[config.mk]
export PLATFORM = sky130hd
export DESIGN_NAME = vslc_timer_bank_flat
export DESIGN_NICKNAME = d
export VERILOG_FILES = /design/src/rtl/vslc_timer_bank_if.sv /design/src/rtl/vslc_timer_bank.sv /design/src/flat_wrapper.sv
export SDC_FILE = /design/constraint.sdc
export NUM_CORES = 1
export LEC_CHECK = 0
export ABC_AREA = 1
export BUFFER_PORTS_ARGS = -buffer_cell sky130_fd_sc_hd__buf_2
export CORE_MARGIN = 3
export CORE_UTILIZATION = 25
export CTS_CLUSTER_SIZE = 8
export DETAILED_ROUTE_END_ITERATION = 7
export GPL_TIMING_DRIVEN = 0
export SYNTH_ARGS = -nofsm -noshare
export SYNTH_HDL_FRONTEND = slang
export SYNTH_SLANG_ARGS = --single-unit
[constraint.sdc]
create_clock -name clk -period 14.64 [get_ports clk]
set_clock_uncertainty 0.05 [all_clocks]
set_input_delay 0.732 -clock clk [delete_from_list [all_inputs] [get_ports clk]]
set_output_delay 0.732 -clock clk [all_outputs]
set_load 0.02 [all_outputs]
[src/rtl/vslc_timer_bank_if.sv]
// Configuration and start/stop bus of the VSLC timer bank, plus its timer pin outputs.
interface vslc_timer_bank_if #(
   parameter int NUM_CH = 4,
   parameter int CH_W   = (NUM_CH > 1) ? $clog2(NUM_CH) : 1
);
   // No back-pressure anywhere: cfg_we is a single-cycle write strobe taken at every rising
   // edge where it is high, and en_set/en_clr are per-channel pulses sampled at each edge.
   logic                cfg_we;
   logic [CH_W-1:0]     cfg_ch;
   logic [2:0]          cfg_addr;
   logic [7:0]          cfg_wdata;
   logic [NUM_CH-1:0]   en_set;
   logic [NUM_CH-1:0]   en_clr;
   logic [NUM_CH-1:0]   tmr_out;
   logic [NUM_CH-1:0]   tmr_en;
   logic [NUM_CH-1:0]   tmr_done;
   logic [2*NUM_CH-1:0] dbg_state;

   modport master (
      output cfg_we, cfg_ch, cfg_addr, cfg_wdata, en_set, en_clr,
      input  tmr_out, tmr_en, tmr_done, dbg_state
   );

   modport slave (
      input  cfg_we, cfg_ch, cfg_addr, cfg_wdata, en_set, en_clr,
      output tmr_out, tmr_en, tmr_done, dbg_state
   );
endinterface

[src/rtl/vslc_timer_bank.sv]
// NUM_CH independent two-phase timers with prescaler, cycle/one-shot/burst modes, polarity
// select and shadow/active configuration that only swaps at phase-B boundaries.
module vslc_timer_bank #(
   parameter int NUM_CH  = 4,
   parameter int CNT_W   = 16,
   parameter int DIV_W   = 4,
   parameter int BURST_W = 8,
   parameter int CH_W    = (NUM_CH > 1) ? $clog2(NUM_CH) : 1
) (
   input logic              clk,
   input logic              rst,
   vslc_timer_bank_if.slave bus
);
   localparam int PRE_W = (2 ** DIV_W) - 1;
   localparam int PER_W = (CNT_W > 16) ? CNT_W : 16;

   typedef enum logic [1:0] {ST_IDLE = 2'd0, ST_A = 2'd1, ST_B = 2'd2} ch_state_e;

   logic [NUM_CH-1:0]   out_v, en_v, done_v;
   logic [2*NUM_CH-1:0] dbg_v;

   for (genvar i = 0; i < NUM_CH; i++) begin : g_ch
      logic [CNT_W-1:0]   sh_pa, sh_pb, ac_pa, ac_pb, cnt, cur_per;
      logic [CNT_W-1:0]   sh_pa_n, sh_pb_n, ac_pa_n, ac_pb_n, cnt_n;
      logic [PER_W-1:0]   ext_pa, ext_pb;
      logic [DIV_W-1:0]   sh_div, ac_div, sh_div_n, ac_div_n;
      logic [1:0]         sh_mode, ac_mode, sh_mode_n, ac_mode_n;
      logic               sh_pol, ac_pol, sh_pol_n, ac_pol_n;
      logic [BURST_W-1:0] sh_burst, sh_burst_n, left, left_n;
      logic [PRE_W-1:0]   presc, presc_n, mask;
      logic               out_q, out_n, done_q, done_n, wr, tick, load;
      ch_state_e          state, state_n;

      // Channel numbers outside 0..NUM_CH-1 match no instance and are dropped.
      assign wr = bus.cfg_we && (bus.cfg_ch == CH_W'(i));

      always_comb begin
         sh_div_n   = sh_div;
         sh_mode_n  = sh_mode;
         sh_pol_n   = sh_pol;
         sh_burst_n = sh_burst;
         ext_pa     = PER_W'(sh_pa);
         ext_pb     = PER_W'(sh_pb);
         if (wr) begin
            case (bus.cfg_addr)
               3'd0: ext_pa[7:0]  = bus.cfg_wdata;
               3'd1: ext_pa[15:8] = bus.cfg_wdata;
               3'd2: ext_pb[7:0]  = bus.cfg_wdata;
               3'd3: ext_pb[15:8] = bus.cfg_wdata;
               3'd4: begin
                  sh_div_n  = DIV_W'(bus.cfg_wdata[3:0]);
                  sh_mode_n = bus.cfg_wdata[5:4];
                  sh_pol_n  = bus.cfg_wdata[6];
               end
               3'd5: sh_burst_n = BURST_W'(bus.cfg_wdata);
               default: ;
            endcase
         end
         sh_pa_n = ext_pa[CNT_W-1:0];
         sh_pb_n = ext_pb[CNT_W-1:0];
      end

      assign mask    = ~({PRE_W{1'b1}} << ac_div);
      assign tick    = ((presc & mask) == mask);
      assign cur_per = (state == ST_B) ? ac_pb : ac_pa;

      always_comb begin
         state_n = state;
         cnt_n   = cnt;
         presc_n = presc;
         left_n  = left;
         out_n   = out_q;
         done_n  = 1'b0;
         load    = 1'b0;
         case (state)
            ST_IDLE: begin
               cnt_n   = '0;
               presc_n = '0;
               out_n   = sh_pol_n;
               if (bus.en_set[i]) begin
                  state_n = ST_A;
                  load    = 1'b1;
                  left_n  = (sh_burst == '0) ? BURST_W'(1) : sh_burst;
                  out_n   = ~sh_pol;
               end
            end
            default: begin
               presc_n = tick ? '0 : presc + PRE_W'(1);
               if (tick) begin
                  if (cnt != cur_per) begin
                     cnt_n = cnt + CNT_W'(1);
                  end else begin
                     cnt_n = '0;
                     if (state == ST_A) begin
                        state_n = ST_B;
                        out_n   = ac_pol;
                     end else if (ac_mode == 2'd1 || (ac_mode == 2'd2 && left == BURST_W'(1))) begin
                        state_n = ST_IDLE;
                        out_n   = ac_pol;
                        done_n  = 1'b1;
                        left_n  = '0;
                     end else begin
                        if (ac_mode == 2'd2) left_n = left - BURST_W'(1);
                        state_n = ST_A;
                        load    = 1'b1;
                        out_n   = ~sh_pol;
                     end
                  end
               end
            end
         endcase
         // A stop request overrides start, natural stop and its done pulse alike.
         if (bus.en_clr[i]) begin
            state_n = ST_IDLE;
            cnt_n   = '0;
            presc_n = '0;
            left_n  = '0;
            out_n   = sh_pol_n;
            done_n  = 1'b0;
            load    = 1'b0;
         end
         ac_pa_n   = load ? sh_pa   : ac_pa;
         ac_pb_n   = load ? sh_pb   : ac_pb;
         ac_div_n  = load ? sh_div  : ac_div;
         ac_mode_n = load ? sh_mode : ac_mode;
         ac_pol_n  = load ? sh_pol  : ac_pol;
      end

      always_ff @(posedge clk or posedge rst) begin
         if (rst) begin
            state    <= ST_IDLE;
            sh_pa    <= CNT_W'(1);
            sh_pb    <= CNT_W'(2);
            sh_div   <= '0;
            sh_mode  <= '0;
            sh_pol   <= 1'b0;
            sh_burst <= BURST_W'(1);
            ac_pa    <= CNT_W'(1);
            ac_pb    <= CNT_W'(2);
            ac_div   <= '0;
            ac_mode  <= '0;
            ac_pol   <= 1'b0;
            cnt      <= '0;
            presc    <= '0;
            left     <= '0;
            out_q    <= 1'b0;
            done_q   <= 1'b0;
         end else begin
            state    <= state_n;
            sh_pa    <= sh_pa_n;
            sh_pb    <= sh_pb_n;
            sh_div   <= sh_div_n;
            sh_mode  <= sh_mode_n;
            sh_pol   <= sh_pol_n;
            sh_burst <= sh_burst_n;
            ac_pa    <= ac_pa_n;
            ac_pb    <= ac_pb_n;
            ac_div   <= ac_div_n;
            ac_mode  <= ac_mode_n;
            ac_pol   <= ac_pol_n;
            cnt      <= cnt_n;
            presc    <= presc_n;
            left     <= left_n;
            out_q    <= out_n;
            done_q   <= done_n;
         end
      end

      assign out_v[i]       = out_q;
      assign en_v[i]        = (state != ST_IDLE);
      assign done_v[i]      = done_q;
      assign dbg_v[2*i +: 2] = state;
   end

   assign bus.tmr_out   = out_v;
   assign bus.tmr_en    = en_v;
   assign bus.tmr_done  = done_v;
   assign bus.dbg_state = dbg_v;
endmodule

[src/flat_wrapper.sv]
// flat-port wrapper written by rule: the top's interface ports become plain ports
module vslc_timer_bank_flat 
#(
   parameter int NUM_CH  = 4,
   parameter int CNT_W   = 16,
   parameter int DIV_W   = 4,
   parameter int BURST_W = 8,
   parameter int CH_W    = (NUM_CH > 1) ? $clog2(NUM_CH) : 1
)
  (clk, rst, bus_cfg_we, bus_cfg_ch, bus_cfg_addr, bus_cfg_wdata, bus_en_set, bus_en_clr, bus_tmr_out, bus_tmr_en, bus_tmr_done, bus_dbg_state);
  vslc_timer_bank_if #(.NUM_CH(NUM_CH), .CH_W(CH_W)) bus_i ();
  input logic clk;
  input logic rst;
  input wire logic [$bits(bus_i.cfg_we)-1:0] bus_cfg_we;
  input wire logic [$bits(bus_i.cfg_ch)-1:0] bus_cfg_ch;
  input wire logic [$bits(bus_i.cfg_addr)-1:0] bus_cfg_addr;
  input wire logic [$bits(bus_i.cfg_wdata)-1:0] bus_cfg_wdata;
  input wire logic [$bits(bus_i.en_set)-1:0] bus_en_set;
  input wire logic [$bits(bus_i.en_clr)-1:0] bus_en_clr;
  output wire logic [$bits(bus_i.tmr_out)-1:0] bus_tmr_out;
  output wire logic [$bits(bus_i.tmr_en)-1:0] bus_tmr_en;
  output wire logic [$bits(bus_i.tmr_done)-1:0] bus_tmr_done;
  output wire logic [$bits(bus_i.dbg_state)-1:0] bus_dbg_state;
  assign bus_i.cfg_we = bus_cfg_we;
  assign bus_i.cfg_ch = bus_cfg_ch;
  assign bus_i.cfg_addr = bus_cfg_addr;
  assign bus_i.cfg_wdata = bus_cfg_wdata;
  assign bus_i.en_set = bus_en_set;
  assign bus_i.en_clr = bus_en_clr;
  assign bus_tmr_out = bus_i.tmr_out;
  assign bus_tmr_en = bus_i.tmr_en;
  assign bus_tmr_done = bus_i.tmr_done;
  assign bus_dbg_state = bus_i.dbg_state;
  vslc_timer_bank #(.NUM_CH(NUM_CH), .CNT_W(CNT_W), .DIV_W(DIV_W), .BURST_W(BURST_W), .CH_W(CH_W)) u_core (.clk(clk), .rst(rst), .bus(bus_i));
endmodule
Word-level counts from Yosys, hierarchy flattened. Cells that the tools add are included.

Equality and inequality tests: 48. Reduce and logical (&&, ||, !) cells: 70. Bitwise logic cells: 12. $add $sub $neg: 12. Shifts and indexed selects: 4. Mux-type cells: 184.

Operator list (number): 2-to-1 mux 16 bit (20); 2-to-1 mux 8 bit (36); 2-to-1 mux 15 bit (12); 2-to-1 mux 1 bit (92); adder 16 x 1 -> 16 bit, second input constant (4); != test 16 bit (4); adder 15 x 1 -> 15 bit, second input constant (4); bitwise AND 15 bit (4); equality test 15 bit (4); inverter 15 bit (4); left shift 15 x 4 -> 15 bit, first input constant (4); AND reduction 2 bit (28); 2-to-1 mux 2 bit (24); != test 3 bit, second input constant (12); equality test 8 x 1 -> 1 bit, second input constant (4); zero test 8 bit (4); subtractor 8 x 1 -> 8 bit, second input constant (4); equality test 2 bit, second input constant (10); AND reduction 5 bit (4); equality test 2 x 1 -> 1 bit, second input constant (9); nonzero test 4 bit (4); AND reduction 3 bit (4); nonzero test 3 bit (4); zero test 2 bit (5); other kinds (8) (26).

Bits of input ports: 24. Register bits after elaboration: 516. Word-level logic and storage cells: 406.

Logic depth before layout (Yosys ltp).
Depth after elaboration: 9. Gate-level depth with buffers: 18. Depth with buffers taken out: 16.

Least setup slack after synthesis. OpenSTA, ideal clock, no wires.

Kind: flip-flop to flip-flop. Start: reg u_core.g_ch[1].state[1]. End: reg u_core.g_ch[1].ac_div[3]. Cell stages (with the launch flop): 11. Setup time: 0.117 ns. Clock period less this slack: 2.139 ns. Required time: 14.473 ns. Path buffers: 4. Arrival: 1.973 ns. Path slack: 12.501 ns. Path through: dfrtp_1 > buf_2 > buf_4 > nor2_1 > inv_1 > nor2_2 > nand2_1 > buf_1 > clkbuf_1 > nand3_1 > nand2_1.

Longest elaborated chain between the ends: 7. Elaborated cells on any way between the ends: 10.

RTL lines: start, declared (RTL line vslc_timer_bank.sv:32) `ch_state_e state, state_n;`; start signal, assigned (RTL line vslc_timer_bank.sv:149) `state <= state_n;`; equality test 2 bit (RTL line vslc_timer_bank.sv:65) `assign cur_per = (state == ST_B) ? ac_pb : ac_pa;`; 2-to-1 mux 16 bit (RTL line vslc_timer_bank.sv:65); != test 16 bit (RTL line vslc_timer_bank.sv:90) `if (cnt != cur_per) begin`; 2-to-1 mux 1 bit (RTL line vslc_timer_bank.sv:90); 2-to-1 mux 1 bit (RTL line vslc_timer_bank.sv:89) `if (tick) begin`; 2-to-1 mux 1 bit (*) (RTL line vslc_timer_bank.sv:75) `case (state)`; 2-to-1 mux 1 bit (*) (RTL line vslc_timer_bank.sv:113) `if (bus.en_clr[i]) begin`; end signal, assigned (RTL line vslc_timer_bank.sv:158) `ac_div <= ac_div_n;`; end, declared (RTL line vslc_timer_bank.sv:26) `logic [DIV_W-1:0] sh_div, ac_div, sh_div_n, ac_div_n;`.

Mark *: on every way between the ends. The rest lies on a longest branch, timed or not. A chain may end at the register's enable or synchronous reset.

Worst setup path after layout.
Start: reg u_core.g_ch[0].state[1]. End: out bus_tmr_en[0].

Longest elaborated chain between the ends: 1.

RTL lines: start, declared (RTL line vslc_timer_bank.sv:32); start signal, assigned (RTL line vslc_timer_bank.sv:149); nonzero test 2 bit (RTL line vslc_timer_bank.sv:170) `assign en_v[i] = (state != ST_IDLE);`; end, declared (RTL line flat_wrapper.sv:21) `output wire logic [$bits(bus_i.tmr_en)-1:0] bus_tmr_en;`.

No other way between the ends.

==> summary.txt <==
Run status
  – Status: completed

Setup path
  – Reg2reg path depth: 10
  – Arrival time at the worst endpoint: approximately 2.1 ns
  – Worst path slowest cell: dfrtp_1
  – Worst setup path endpoint: bus_tmr_en[0]
  – Most used cell, CP: buf_2
  – Crit start category: flip-flop
  – Worst path required time: 13.86 ns
  – Worst setup path startpoint: u_core.g_ch[0].state[1]
  – WP depth: 5
  – Crit Path Category: reg2out
  – Crit-path max FO: 10
  – Critical path, cell by cell: buf_2 > buf_4 > nor2_1 > inv_2 > buf_2
  – CP peak stage delay: 0.45 ns
  – CP top delay family: buffers and inverters
  – CP bufs+invs: 4
  – CP endpoint kind: primary output
  – Reg2reg start: u_core.g_ch[0].state[1]
  – FF-to-FF setup slack: 12.00 ns
  – R2r endpoint: u_core.g_ch[0].left[6]

Routing
  – Drt first pass iters: 5
  – Routed Wire Length: 70.4 mm
  – Detail Route Antenna Nets: 0
  – DRC Markers: 0
  – WL/cell: between 10 and 15 um
  – Via Count: 22,200
  – Initial detailed-routing violation count: ~1,700
  – Via density: 4.54

Floorplanning
  – DIE WIDTH: 327 um
  – Core Area: 0.101 mm^2
  – Die Y: 327 um
  – Ports: 44
  – Initial core utilization: 25.4%
  – FP Rows: 116
  – DIE AREA: 0.107 mm^2

Global routing
  – M1 GR Usage: 18.2%
  – First-pass GRT wire length: between 100 and 150 mm
  – Largest net degree at the start of global routing: 42
  – Initial antenna violation count: 3
  – Grt peak-use layer: met2
  – M2 GR Usage: 20.9%
  – GRT Util Overall: 13.1%
  – Met3 Resource Use GR: 2.14%
  – Vias in the first global route: 21,500
  – Grt ovf: 0

Flow run
  – Max_cap viols: 0

Timing
  – Hold Fails Final Rpt: 0
  – Worst slew margin: under 10%
  – Final hold slack: 0.191 ns
  – Final min period: ~2.9 ns
  – Worst setup margin: between 10 and 15 ns
  – Worst Tran Pin Value: 1.37 ns
  – Endpoints failing setup: 0
  – Final Cycle Share: 19.7%
  – Fmax: 346 MHz
  – Slew Limit Fails: 0
  – Setup TNS: 0 ns
  – RSZ-0062 raised after global routing: false

Logic synthesis
  – Netlist cell types: 51
  – Adder-cell share of the synthesized area: 0.779%
  – XOR/XNOR Fraction of Synth Area: 1.19%
  – Post-synthesis cell count: 3,350
  – Post-synth EDFFs: 0
  – Yosys warns: 0
  – Most frequent cell after synthesis: nand2_1
  – Commonest cells in the synthesized netlist: nand2_1 (1,166), dfrtp_1 (496), nand3_1 (385)
  – Post-Syn Area per Cell: 7.67 um^2
  – Post-synth top area cell: dfrtp_1
  – Area of the mapped netlist: 0.0257 mm^2
  – Post-synth top area share: 48.3%
  – Main flop type after synthesis: dfrtp_1
  – Synth area leaders: dfrtp_1 (48%), nand2_1 (17%), nand3_1 (7.5%), o21ai_0 (5.2%), inv_1 (4.0%)
  – Synth Area in Simple Gates: 32.5%
  – Post-synthesis mux area share: 0.0389%
  – Largest family of logic cells by synthesized area: simple AND/OR/NAND/NOR gates
  – #FFs+latches synth: 516
  – Synth async-reset ratio: 100%
  – Compound-Gate Fraction of Synth Area: 7.99%
  – Post-synthesis sequential area ratio: 50.3%
  – Syn_nets: 3,390

Pwr
  – Pwr Density: 171 mW/mm^2
  – Pleak: 14.5 nW
  – Worst VDD drop: 0.0990 mV
  – Final Total Pwr: 5.15 mW

Final layout
  – Ratio of cells with drive above 1 in the final layout: about 7.9%
  – FF+latch area: ~0.013 mm^2
  – Fill cell count: 11,000
  – Nets: roughly 3,500
  – Area grow syn2layout: 17.0%
  – Final Core Density: approximately 30%
  – Multi-input gate area: 0.0109 mm^2

CTS
  – Hold_buf cts: 0
  – Max Root-Sink Buffers: 3
  – Clk pin slew, worst setup/hold paths: 0.05 ns
  – Max H-tree Level: 3
  – Setup bufs post-CTS: 0
  – Clk sinks: 516
  – # resized after CTS: 0
  – Cts bufs inserted: 75
  – Clock insertion delay at the later pin of the skew report: 0.60 ns
  – Clock root cell: clkbuf_16
  – CTS tree: built

Worst hold path
  – Min-delay worst type: in2async

Placement
  – Final HPWL DP: 51.2 mm
  – GPL Wtd Cong: 0.908
  – Pre-CTS WS: ~12 ns
  – Input/output buffers: 42
## stage by stage
step | instance area, um^2 | cells
detailed placement | 27900 | 4763
finish | 30100 | 4892
CTS | 30100 | 4890
floorplan | 25700 | 3350
global route | 30100 | 4890
global placement | 27600 | 4749
## routing by layer
layer | routed length [um] | up-vias
li1 | - | 11100
met1 | 33400 | 10500
met2 | 32100 | 430
met3 | 3350 | 99
met4 | 1490 | 2
met5 | 13 | -
## layout make-up
class	count	share of cell area (%)
sequential	516	43.0
multi-input combinational	2402	36.4
timing repair buffer	56	1.63
buffer	144	2.50
tap	1357	5.65
clock inverter	7	0.337
antenna	2	0.0166
clock buffer	120	6.87
inverter	288	3.61
## worst min path at each step
stage                                         from                  endpoint  slack (ns)  cells after the start
after floorplan              u_core.g_ch[3].sh_pol     u_core.g_ch[3].ac_pol        0.39                      2
after detailed placement  u_core.g_ch[0].sh_pa[13]  u_core.g_ch[0].ac_pa[13]        0.40                      2
after CTS                                      rst   u_core.g_ch[0].presc[3]        0.19                      2
final                                          rst   u_core.g_ch[0].presc[3]        0.19                      2
after global placement     u_core.g_ch[2].sh_pa[7]   u_core.g_ch[2].ac_pa[7]        0.40                      2
after global routing                           rst   u_core.g_ch[0].presc[1]        0.24                      2
## sequential cells by signal, indices dropped and copies added (netlist names)
| signal | cells |
|---|---|
| u_core.g_ch.cnt | 64 |
| u_core.g_ch.state | 8 |
| u_core.g_ch.sh_pa | 64 |
| u_core.g_ch.sh_pb | 64 |
| u_core.g_ch.ac_mode | 8 |
| u_core.g_ch.presc | 60 |
| u_core.g_ch.ac_pa | 64 |
| u_core.g_ch.left | 32 |
| u_core.g_ch.sh_pol | 4 |
| u_core.g_ch.sh_burst | 32 |
| u_core.g_ch.sh_mode | 8 |
| u_core.g_ch.ac_pol | 4 |
| u_core.g_ch.sh_div | 16 |
| u_core.g_ch.ac_div | 16 |
| u_core.g_ch.ac_pb | 64 |
| u_core.g_ch.out_q | 4 |
| u_core.g_ch.done_q | 4 |
## cell usage in the layout, fill, tap and decap left out, types with 58 or more instances in the layout
master     instances
nand2_1         1166
nor2_1           229
clkbuf_16         76
clkbuf_1         108
o21ai_0          269
inv_1            276
a21oi_1           58
nand4_1           74
buf_2             83
nand3_1          385
dfrtp_1          496
## where the power goes
| part | total, mW | switching, mW | internal [mW] | leakage (nW) |
|---|---|---|---|---|
| Sequential | 2.02 | 0.264 | 1.75 | 6.80 |
| Clock | 1.62 | 0.637 | 0.978 | 1.04 |
| Combinational | 1.51 | 0.979 | 0.535 | 6.65 |
## kinds of logic (layout without fill, tap and decap cells)
group,Yosys count,in the layout
AO/OA/AOI/OAI,381,381
AND/OR/NAND/NOR,1969,1969
XOR/XNOR,35,35
other,0,2
adder cells (fa/ha/maj),16,16
flip-flops,516,516
buffers and inverters,432,615
multiplexers,1,1
Note: power is estimated with default switching activity, not from simulation.
